File: src/rtl/raw_unpacker.sv
// raw_unpacker: unpacks a multi-lane byte stream into MSB-aligned RAW8 pixels, plus RAW10
// (4 pixels per 5-byte group) when RAW_UNPACKER_RAW10_EN is defined; format is ignored otherwise.
module raw_unpacker #(
    parameter int unsigned NUM_LANES   = 2,
    parameter int unsigned PIXEL_WIDTH = 10,
    parameter int unsigned BUF_BYTES   = 8
) (
    input  logic                   clk,
    input  logic                   reset,
    input  logic                   format,
    input  logic                   line_start,
    input  logic                   in_valid,
    input  logic [NUM_LANES*8-1:0] in_data,
    output logic                   in_ready,
    output logic [PIXEL_WIDTH-1:0] pixel,
    output logic                   pixel_valid,
    input  logic                   pixel_ready,
    output logic                   pixel_sol,
    output logic                   overflow
);
    localparam int unsigned CNT_W     = $clog2(BUF_BYTES + 1);
    localparam int unsigned IDX_W     = $clog2(BUF_BYTES);
    localparam int unsigned ALIGN_SH  = 16 - PIXEL_WIDTH;
    localparam int unsigned READY_MAX = BUF_BYTES - NUM_LANES;

    logic [7:0]             fifo_q [BUF_BYTES];
    logic [7:0]             fifo_d [BUF_BYTES];
    logic [CNT_W-1:0]       count_q, count_d;
    logic [PIXEL_WIDTH-1:0] pixel_q, pixel_d;
    logic                   pixel_valid_q, pixel_valid_d;
    logic                   pixel_sol_q, pixel_sol_d;
    logic                   overflow_q, overflow_d;
    logic                   sol_arm_q, sol_arm_d;

    logic                   push;
    logic                   load;
    logic                   avail;
    logic [PIXEL_WIDTH-1:0] cand;
    int unsigned            pop_n;
    int unsigned            pop_eff;
    int unsigned            base;

`ifdef RAW_UNPACKER_RAW10_EN
    logic                   fmt_q, fmt_d;
    logic [1:0]             phase_q, phase_d;
    logic [9:0]             raw10;
`else
    logic                   unused_format;
    assign unused_format = format;
`endif

    assign in_ready    = (count_q <= CNT_W'(READY_MAX)) && !reset;
    assign push        = in_valid && in_ready;
    assign pixel       = pixel_q;
    assign pixel_valid = pixel_valid_q;
    assign pixel_sol   = pixel_sol_q;
    assign overflow    = overflow_q;

    // Candidate pixel at the buffer head and how many bytes loading it consumes
    always_comb begin
        avail = (count_q != '0);
        pop_n = 1;
        cand  = PIXEL_WIDTH'({fifo_q[0], 8'h00} >> ALIGN_SH);
`ifdef RAW_UNPACKER_RAW10_EN
        raw10 = {fifo_q[IDX_W'(phase_q)], fifo_q[4][{phase_q, 1'b0} +: 2]};
        if (fmt_q) begin
            avail = (count_q >= CNT_W'(5));
            pop_n = (phase_q == 2'd3) ? 5 : 0;
            cand  = PIXEL_WIDTH'({raw10, 6'h00} >> ALIGN_SH);
        end
`endif
    end

    // Buffer shift/append, output stage and sticky flags
    always_comb begin
        load    = (!pixel_valid_q || pixel_ready) && avail && !line_start;
        pop_eff = load ? pop_n : 0;
        base    = line_start ? 0 : (32'(count_q) - pop_eff);

        for (int unsigned i = 0; i < BUF_BYTES; i++) begin
            if (i + pop_eff < BUF_BYTES) begin
                fifo_d[i] = fifo_q[IDX_W'(i + pop_eff)];
            end else begin
                fifo_d[i] = 8'h00;
            end
        end
        if (push) begin
            for (int unsigned l = 0; l < NUM_LANES; l++) begin
                if (base + l < BUF_BYTES) begin
                    fifo_d[IDX_W'(base + l)] = in_data[8*l +: 8];
                end
            end
        end
        count_d = CNT_W'(base + (push ? NUM_LANES : 0));

        pixel_d       = pixel_q;
        pixel_valid_d = pixel_valid_q;
        pixel_sol_d   = pixel_sol_q;
        if (load) begin
            pixel_d       = cand;
            pixel_valid_d = 1'b1;
            pixel_sol_d   = sol_arm_q;
        end else if (pixel_ready) begin
            pixel_valid_d = 1'b0;
            pixel_sol_d   = 1'b0;
        end

        sol_arm_d = sol_arm_q;
        if (load) begin
            sol_arm_d = 1'b0;
        end
        if (line_start) begin
            sol_arm_d = 1'b1;
        end

        overflow_d = overflow_q || (in_valid && !in_ready);
    end

`ifdef RAW_UNPACKER_RAW10_EN
    // Pixel index within the current 5-byte group
    always_comb begin
        fmt_d   = fmt_q;
        phase_d = phase_q;
        if (load && fmt_q) begin
            phase_d = phase_q + 2'd1;
        end
        if (line_start) begin
            fmt_d   = format;
            phase_d = 2'd0;
        end
    end
`endif

    always_ff @(posedge clk) begin
        if (reset) begin
            count_q       <= '0;
            pixel_q       <= '0;
            pixel_valid_q <= 1'b0;
            pixel_sol_q   <= 1'b0;
            overflow_q    <= 1'b0;
            sol_arm_q     <= 1'b1;
`ifdef RAW_UNPACKER_RAW10_EN
            fmt_q         <= 1'b0;
            phase_q       <= 2'd0;
`endif
        end else begin
            count_q       <= count_d;
            pixel_q       <= pixel_d;
            pixel_valid_q <= pixel_valid_d;
            pixel_sol_q   <= pixel_sol_d;
            overflow_q    <= overflow_d;
            sol_arm_q     <= sol_arm_d;
`ifdef RAW_UNPACKER_RAW10_EN
            fmt_q         <= fmt_d;
            phase_q       <= phase_d;
`endif
        end
    end

    // Byte storage needs no reset: count_q alone defines which entries are live
    always_ff @(posedge clk) begin
        fifo_q <= fifo_d;
    end

endmodule
File: config.mk
export PLATFORM = sky130hd
export DESIGN_NAME = raw_unpacker
export DESIGN_NICKNAME = d
export VERILOG_FILES = /design/src/rtl/raw_unpacker.sv
export SDC_FILE = /design/constraint.sdc
export NUM_CORES = 1
export LEC_CHECK = 0
export BUFFER_PORTS_ARGS = -buffer_cell sky130_fd_sc_hd__buf_2
export CELL_PAD_IN_SITES_DETAIL_PLACEMENT = 0
export CELL_PAD_IN_SITES_GLOBAL_PLACEMENT = 1
export CORE_MARGIN = 3
export CORE_UTILIZATION = 31
export CTS_BUF_LIST = sky130_fd_sc_hd__clkbuf_8
export CTS_CLUSTER_DIAMETER = 50
export CTS_CLUSTER_SIZE = 16
export DETAILED_ROUTE_END_ITERATION = 7
export GPL_TIMING_DRIVEN = 0
export PLACE_DENSITY_LB_ADDON = 0.08
export SKIP_CTS_REPAIR_TIMING = 1
export SYNTH_ARGS = -nofsm -noshare
export SYNTH_HDL_FRONTEND = slang
export SYNTH_SLANG_ARGS = --single-unit
export TNS_END_PERCENT = 5
File: constraint.sdc
create_clock -name clk -period 13 [get_ports clk]
set_input_delay 1.3 -clock clk [delete_from_list [all_inputs] [get_ports clk]]
set_output_delay 1.3 -clock clk [all_outputs]
set_load 0.005 [all_outputs]
==> results of run 1 <==
## metal layers
layer	wire length (um)	GRT usage [%]	vias to the layer above
met3	670	4.241	9
met2	6151	27.38	102
li1	-	-	2031
met5	0	0	-
met4	124	3.763	0
met1	6946	25.88	1892
## sequential cells by signal, summed over array words and instances, names as in the netlist
name         flops
sol_arm_q        1
pixel_sol        1
pixel            8
overflow         1
cand             8
count_q          4
pixel_valid      1
fifo_q          56
## layout by cell type (no fill, tap or decap), types with 9 or more instances in the layout
| cell type | n |
|---|---|
| clkbuf_1 | 12 |
| nand2_1 | 94 |
| buf_2 | 47 |
| o21ai_0 | 10 |
| o22ai_1 | 17 |
| o2bb2a_1 | 16 |
| dfxtp_1 | 80 |
| mux2i_1 | 41 |
| o21ai_1 | 13 |
| nand3_1 | 21 |
| o211ai_1 | 15 |
| nor2_1 | 19 |
| a21oi_1 | 28 |
| clkbuf_8 | 9 |
| ha_1 | 10 |
| inv_1 | 21 |
| a32oi_1 | 9 |
## power by group through the flow
stage / registers [mW] / clock network (mW) / logic (mW)
5_1_grt: 0.398 / 0.211 / 0.333
2_1_floorplan: 0.370 / 0 / 0.228
6_report: 0.388 / 0.194 / 0.293
3_5_place_dp: 0.392 / 0 / 0.291
4_1_cts: 0.387 / 0.202 / 0.293
3_3_place_gp: 0.391 / 0 / 0.285
## worst register-to-register path: stages (launching register included)
cell and delay [ns]:
dfxtp_1 0.31, buf_2 0.23, nor4_1 0.09, or3_1 0.31, buf_2 0.17, inv_2 0.13, buf_2 0.23, buf_2 0.28
ha_1 0.25, ha_1 0.24, clkbuf_1 0.20, nor2_1 0.24, ha_1 0.26, inv_1 0.12, nor3_1 0.48, nand2_1 0.11
ha_1 0.21, nor4b_2 0.44, nand4_1 0.22, nor2_2 0.44, a21boi_2 0.45, a221o_1 0.22
## per-stage QoR
step	power (mW)	worst slack, ns	instances
3_5_place_dp	0.6827	6.193	738
3_3_place_gp	0.6763	6.287	738
6_report	0.8745	6.783	754
5_1_grt	0.9424	6.101	754
2_1_floorplan	0.5978	7.575	527
4_1_cts	0.8817	6.599	754
## cells by family (layout without fill, tap and decap cells)
logic type                 after synthesis  count (layout)
DFF                                     80              80
muxes                                   41              41
buffers and inverters                   57             104
and+or+nand+nor                        174             174
AOI/OAI and AO/OA                      158             158
xor gates and xnor gates                 5               5
adders and majority gates               10              10
other                                    1               2
## final cells by class
class | instances | area (um^2)
plain buffers | 33 | 162.7
multi-input cells | 390 | 2597
repair buffers | 31 | 155.1
clock buffers | 9 | 123.9
well taps | 180 | 225.2
inverters | 24 | 90.09
clock inverters | 7 | 77.57
flip-flops and latches | 80 | 1602
fillers | 1484 | 8901
## worst max-delay path by stage
stage / slack (ns) / to / cells past startpoint
after floorplan: 7.57 / fifo_q[32] / 17
after global placement: 6.29 / fifo_q[15] / 18
after detailed placement: 6.19 / fifo_q[15] / 18
after CTS: 6.60 / fifo_q[15] / 18
after global routing: 6.10 / fifo_q[15] / 21
final: 6.78 / fifo_q[33] / 20
==> run_results.csv, run 1 <==
group,metric,value,unit
timing,hold_viol,0,
placement,dp_hpwl,10860,um
timing,tightest_slew,1.128,ns
clocking,cts-root-buf,"clkbuf_8",
pwr,net-switching-power,0.3189,mW
final_layout,antenna_cells,0,
final_layout,final_area,5034,um^2
final_layout,final_core_util,36.12,%
job,max_cap_violations,0,
critical_path,critPathArrivalTime,6.53,ns
floorplan,core_area,13930,um^2
floorplan,start_util,31.88,%
yosys,synth_mux_area_share,9.239,%
yosys,synth_xor_area_share,1.465,%
clocking,h-tree-depth,3,
timing,setup-violations-final,0,
placement,place_area,4826,um^2
global_routing,grt_max_degree,16,
clocking,cts_buffers,9,
pwr,comb_power_share,33.5,%
yosys,synth-compound-area-share,26.14,%
critical_path,critPathSlowestCell,"nor3_1",
final_layout,layout.nets,601,
clocking,cts_buffer_depth,2,
global_routing,grt_pass1_wl,22350,um
clocking,clock-sinks,80,
critical_path,end_kind,"flip-flop",
yosys,seq_area_frac_synth,36.06,%
clocking,cts.clk_slew.worst_paths,0.08,ns
pwr,cell_internal_pwr,0.5556,mW
critical_path,path_delay_family,"simple AND/OR/NAND/NOR gates",
worst_hold_path,hold_class,"reg2reg",
floorplan,rows,43,
floorplan,die_area,15800,um^2
pwr,power_frac_clock,22.2,%
timing,grt_setup_unrepaired,"no",
global_routing,grt_usage,17.94,%
yosys,synth_edf_count,0,
yosys,synth-seq-cells,80,
placement,portBuffers,31,
global_routing,grt_pass1_vias,3991,
floorplan,die_w,125.7,um
worst_hold_path,hp-start,"pixel[5]",
yosys,synth_top_family_by_area,"compound AO/OA/AOI/OAI gates",
pwr,seqPwrFrac,44.3,%
critical_path,path_class,"in2reg",
pwr,p_leak,1.979,nW
critical_path,r2r-end,"fifo_q[33]",
timing,fin_crit,6.217,ns
yosys,synth_top_area_share,36.06,%
yosys,synth_cell_types,61,
clocking,tritoncts,"yes",
pwr,switching_share,36.46,%
critical_path,slowest_delay,0.48,ns
timing,finalCritPeriodShare,47.82,%
yosys,yosysTopAreaCell,"dfxtp_1",
route,routed_wirelength,13890,um
timing,hold_ws,0.4541,ns
route,vias_per_cell,5.350,
yosys,yosys.area_share.simple,18.51,%
critical_path,start_kind,"primary input",
yosys,ys.flop_type,"dfxtp_1",
yosys,async_flop_share,0,%
route,route.detailed.drc,0,
yosys,syn_area,4442,um^2
final_layout,final_layout_size_suffix_gt1_share,15.16,%
floorplan,die_h,125.7,um
critical_path,path_buf_inv,7,
route,vias,4034,
worst_hold_path,hold_end,"pixel[5]",
critical_path,path_cells,"buf_2 -> or3_1 -> buf_2 -> inv_2 -> buf_2 -> buf_2 -> ha_1 -> ha_1 -> clkbuf_1 -> nor2_1 -> ha_1 -> inv_1 -> nor3_1 -> nand2_1 -> ha_1 -> nor4b_2 -> nand4_1 -> nor2_2 -> a21boi_2 -> a221o_1",
yosys,synthAdderAreaFrac,2.817,%
global_routing,antenna_found_initial,0,
yosys,yosys_warnings,0,
timing,skew,0.01901,ns
yosys,synthTopCellsByArea,"dfxtp_1 36%, mux2i_1 9.2%, nand2_1 7.9%, o2bb2a_1 3.6%, a21oi_1 3.2%",
timing,timing.fmax,0.1608,GHz
critical_path,r2r-start,"count_q[3]",
global_routing,grt_overflow,0,
timing,maxSlewHeadroom,24.63,%
yosys,synthTopCellsByCount,"94 x nand2_1, 80 x dfxtp_1, 41 x mux2i_1",
pwr,powerDensity,173.7,nW/um^2
placement,place.gp.congestion,0.7916,
critical_path,rrSetupSlack,7.30,ns
worst_hold_path,whs_path_depth,2,
route,final_antenna_net_count,0,
critical_path,crit_required,13.31,ns
floorplan,pin_count,36,
critical_path,cp-startpoint,"line_start",
yosys,synthCells,526,
critical_path,critPathMaxFanout,10,
route,drtIter0Drc,258,
timing,slew_viol_final,0,
pwr,ir_drop,0.00006294,V
critical_path,reg2reg_depth,21,
timing,fin_setup_tns,0,ns
route,dr.pass1.iters,4,
yosys,avgSynthCellArea,8.444,um^2
clocking,clk_latency,0.38,ns
final_layout,area_delta_synth_final,13.32,%
route,wl_per_cell,18.43,um
outcome,status,"finished, final reports clean",
yosys,synth.most_common_cell,"nand2_1",
(Power assumes the default switching activity.)
==> inputs of run 2 (changes only) <==
clock period = 6.3 ns   (was 13 ns; I/O delays follow)
==> run_results.csv, run 2 (synthesis gave the netlist of run 1 again) <==
group,metric,value,unit
clocking,tritoncts,"yes",
final_layout,regMostFlops,"fifo_q",
final_layout,largest_register_ffs,56,
timing,timing.fmax,0.1799,GHz
floorplan,core_area,13930,um^2
critical_path,path_cells,"buf_2 -> nor4_1 -> or3_1 -> buf_2 -> inv_2 -> buf_2 -> buf_2 -> ha_1 -> ha_1 -> clkbuf_1 -> nor2_1 -> ha_1 -> inv_1 -> nor3_2 -> nand2_1 -> ha_1 -> nor4b_2 -> nand4_1 -> nor2_1 -> o21ai_1 -> a21oi_2 -> o22ai_1",
timing,skew,0.01914,ns
route,wl_per_cell,18.48,um
clocking,clock-sinks,80,
route,vias_per_cell,5.345,
final_layout,regArea,1602,um^2
global_routing,grt_usage,17.94,%
floorplan,die_w,125.7,um
route,vias,4030,
final_layout,mostFrequentLayoutCell,"nand2_1",
critical_path,start_kind,"flip-flop",
floorplan,rows,43,
critical_path,path_delay_family,"simple AND/OR/NAND/NOR gates",
timing,grt_setup_unrepaired,"no",
clocking,cts_buffers,9,
clocking,clk_latency,0.38,ns
final_layout,layout_common_cells,"94 x nand2_1, 80 x dfxtp_1, 47 x buf_2, 41 x mux2i_1, 28 x a21oi_1",
global_routing,antenna_found_initial,0,
timing,hold_viol,0,
global_routing,grt_overflow,0,
global_routing,grt_max_degree,16,
timing,slew_viol_final,0,
placement,place.gp.congestion,0.7916,
clocking,cts.clk_slew.worst_paths,0.09,ns
route,drtIter0Drc,299,
critical_path,critPathArrivalTime,5.79,ns
critical_path,path_class,"reg2reg",
pwr,ir_drop,0.0001301,V
critical_path,critPathSlowestCell,"a21oi_2",
critical_path,crit_required,6.54,ns
timing,fin_crit,5.558,ns
floorplan,die_h,125.7,um
critical_path,path_buf_inv,7,
clocking,cts-root-buf,"clkbuf_8",
global_routing,grt_pass1_wl,22350,um
final_layout,area_delta_synth_final,13.44,%
timing,fin_setup_tns,0,ns
timing,setup-violations-final,0,
final_layout,layout.nets,601,
route,routed_wirelength,13930,um
timing,maxSlewHeadroom,21.23,%
final_layout,fillers,1485,
global_routing,grt_pass1_vias,3991,
floorplan,pin_count,36,
job,max_cap_violations,0,
placement,dp_hpwl,10860,um
outcome,status,"finished, final reports clean",
floorplan,start_util,31.88,%
floorplan,die_area,15800,um^2
final_layout,final_area,5039,um^2
placement,place_area,4826,um^2
clocking,cts_buffer_depth,2,
route,final_antenna_net_count,0,
final_layout,multi_input_area,2603,um^2
pwr,p_leak,1.980,nW
timing,finalCritPeriodShare,88.22,%
placement,portBuffers,31,
critical_path,slowest_delay,0.46,ns
critical_path,critPathMaxFanout,10,
route,route.detailed.drc,0,
clocking,h-tree-depth,3,
pwr,p_total,1.807,mW
pwr,powerDensity,358.6,nW/um^2
final_layout,antenna_cells,0,
critical_path,end_kind,"flip-flop",
worst_hold_path,hold_class,"reg2reg",
final_layout,final_layout_size_suffix_gt1_share,15.33,%
route,dr.pass1.iters,5,
timing,tightest_slew,1.179,ns
run 2: cell types whose count changed in the layout (fill, tap and decap cells not counted):
cell    delta
nor3_2     +1
nor3_1     -1
run 2: worst register-to-register path, delay by kind of cell (launching register included):
kind	cells	cell delay, ns
buf+inv	7	1.36
fa+ha+maj	4	0.95
compound gates	3	0.91
simple gates	8	1.89
flops	1	0.31
run 2: final timing paths:
| check | startpoint | to | slack (ns) | cells after the start |
|---|---|---|---|---|
| worst max-delay path | count_q[3] | fifo_q[13] | 0.74 | 22 |
| worst min-delay path | pixel[5] | pixel[5] | 0.45 | 2 |
| worst max register to register | count_q[3] | fifo_q[13] | 0.74 | 22 |
| worst min register to register | pixel[5] | pixel[5] | 0.45 | 2 |
run 2: metrics by stage:
stage               utilization [%]  instances  setup slack [ns]  hold WS [ns]
floorplan                         -        527             1.545        0.4284
global placement              34.63        738            0.2570        0.4400
detailed placement            34.63        738            0.1629        0.4467
CTS                           36.08        754            0.3866        0.4588
global route                  36.16        754           0.08474        0.4719
finish                        36.16        754            0.7424        0.4541
run 2: power breakdown:
| part | internal, mW | total, mW | switching (mW) |
|---|---|---|---|
| Clock | 0.187 | 0.402 | 0.214 |
| Sequential | 0.687 | 0.800 | 0.113 |
| Combinational | 0.272 | 0.605 | 0.333 |
run 2: area by class of cell:
cell class,instances,share of cell area (%)
inverter,24,1.788
clock inverter,7,1.540
buffer,33,3.228
clock buffer,9,2.458
sequential,80,31.79
multi-input combinational,390,51.65
tap,180,4.470
timing repair buffer,31,3.079
run 2: per-layer routing:
layer	track usage (%)	part of all wire, %
met4	3.763	0.90
met3	4.241	4.9
met1	25.88	50
met2	27.38	44
met5	0	0
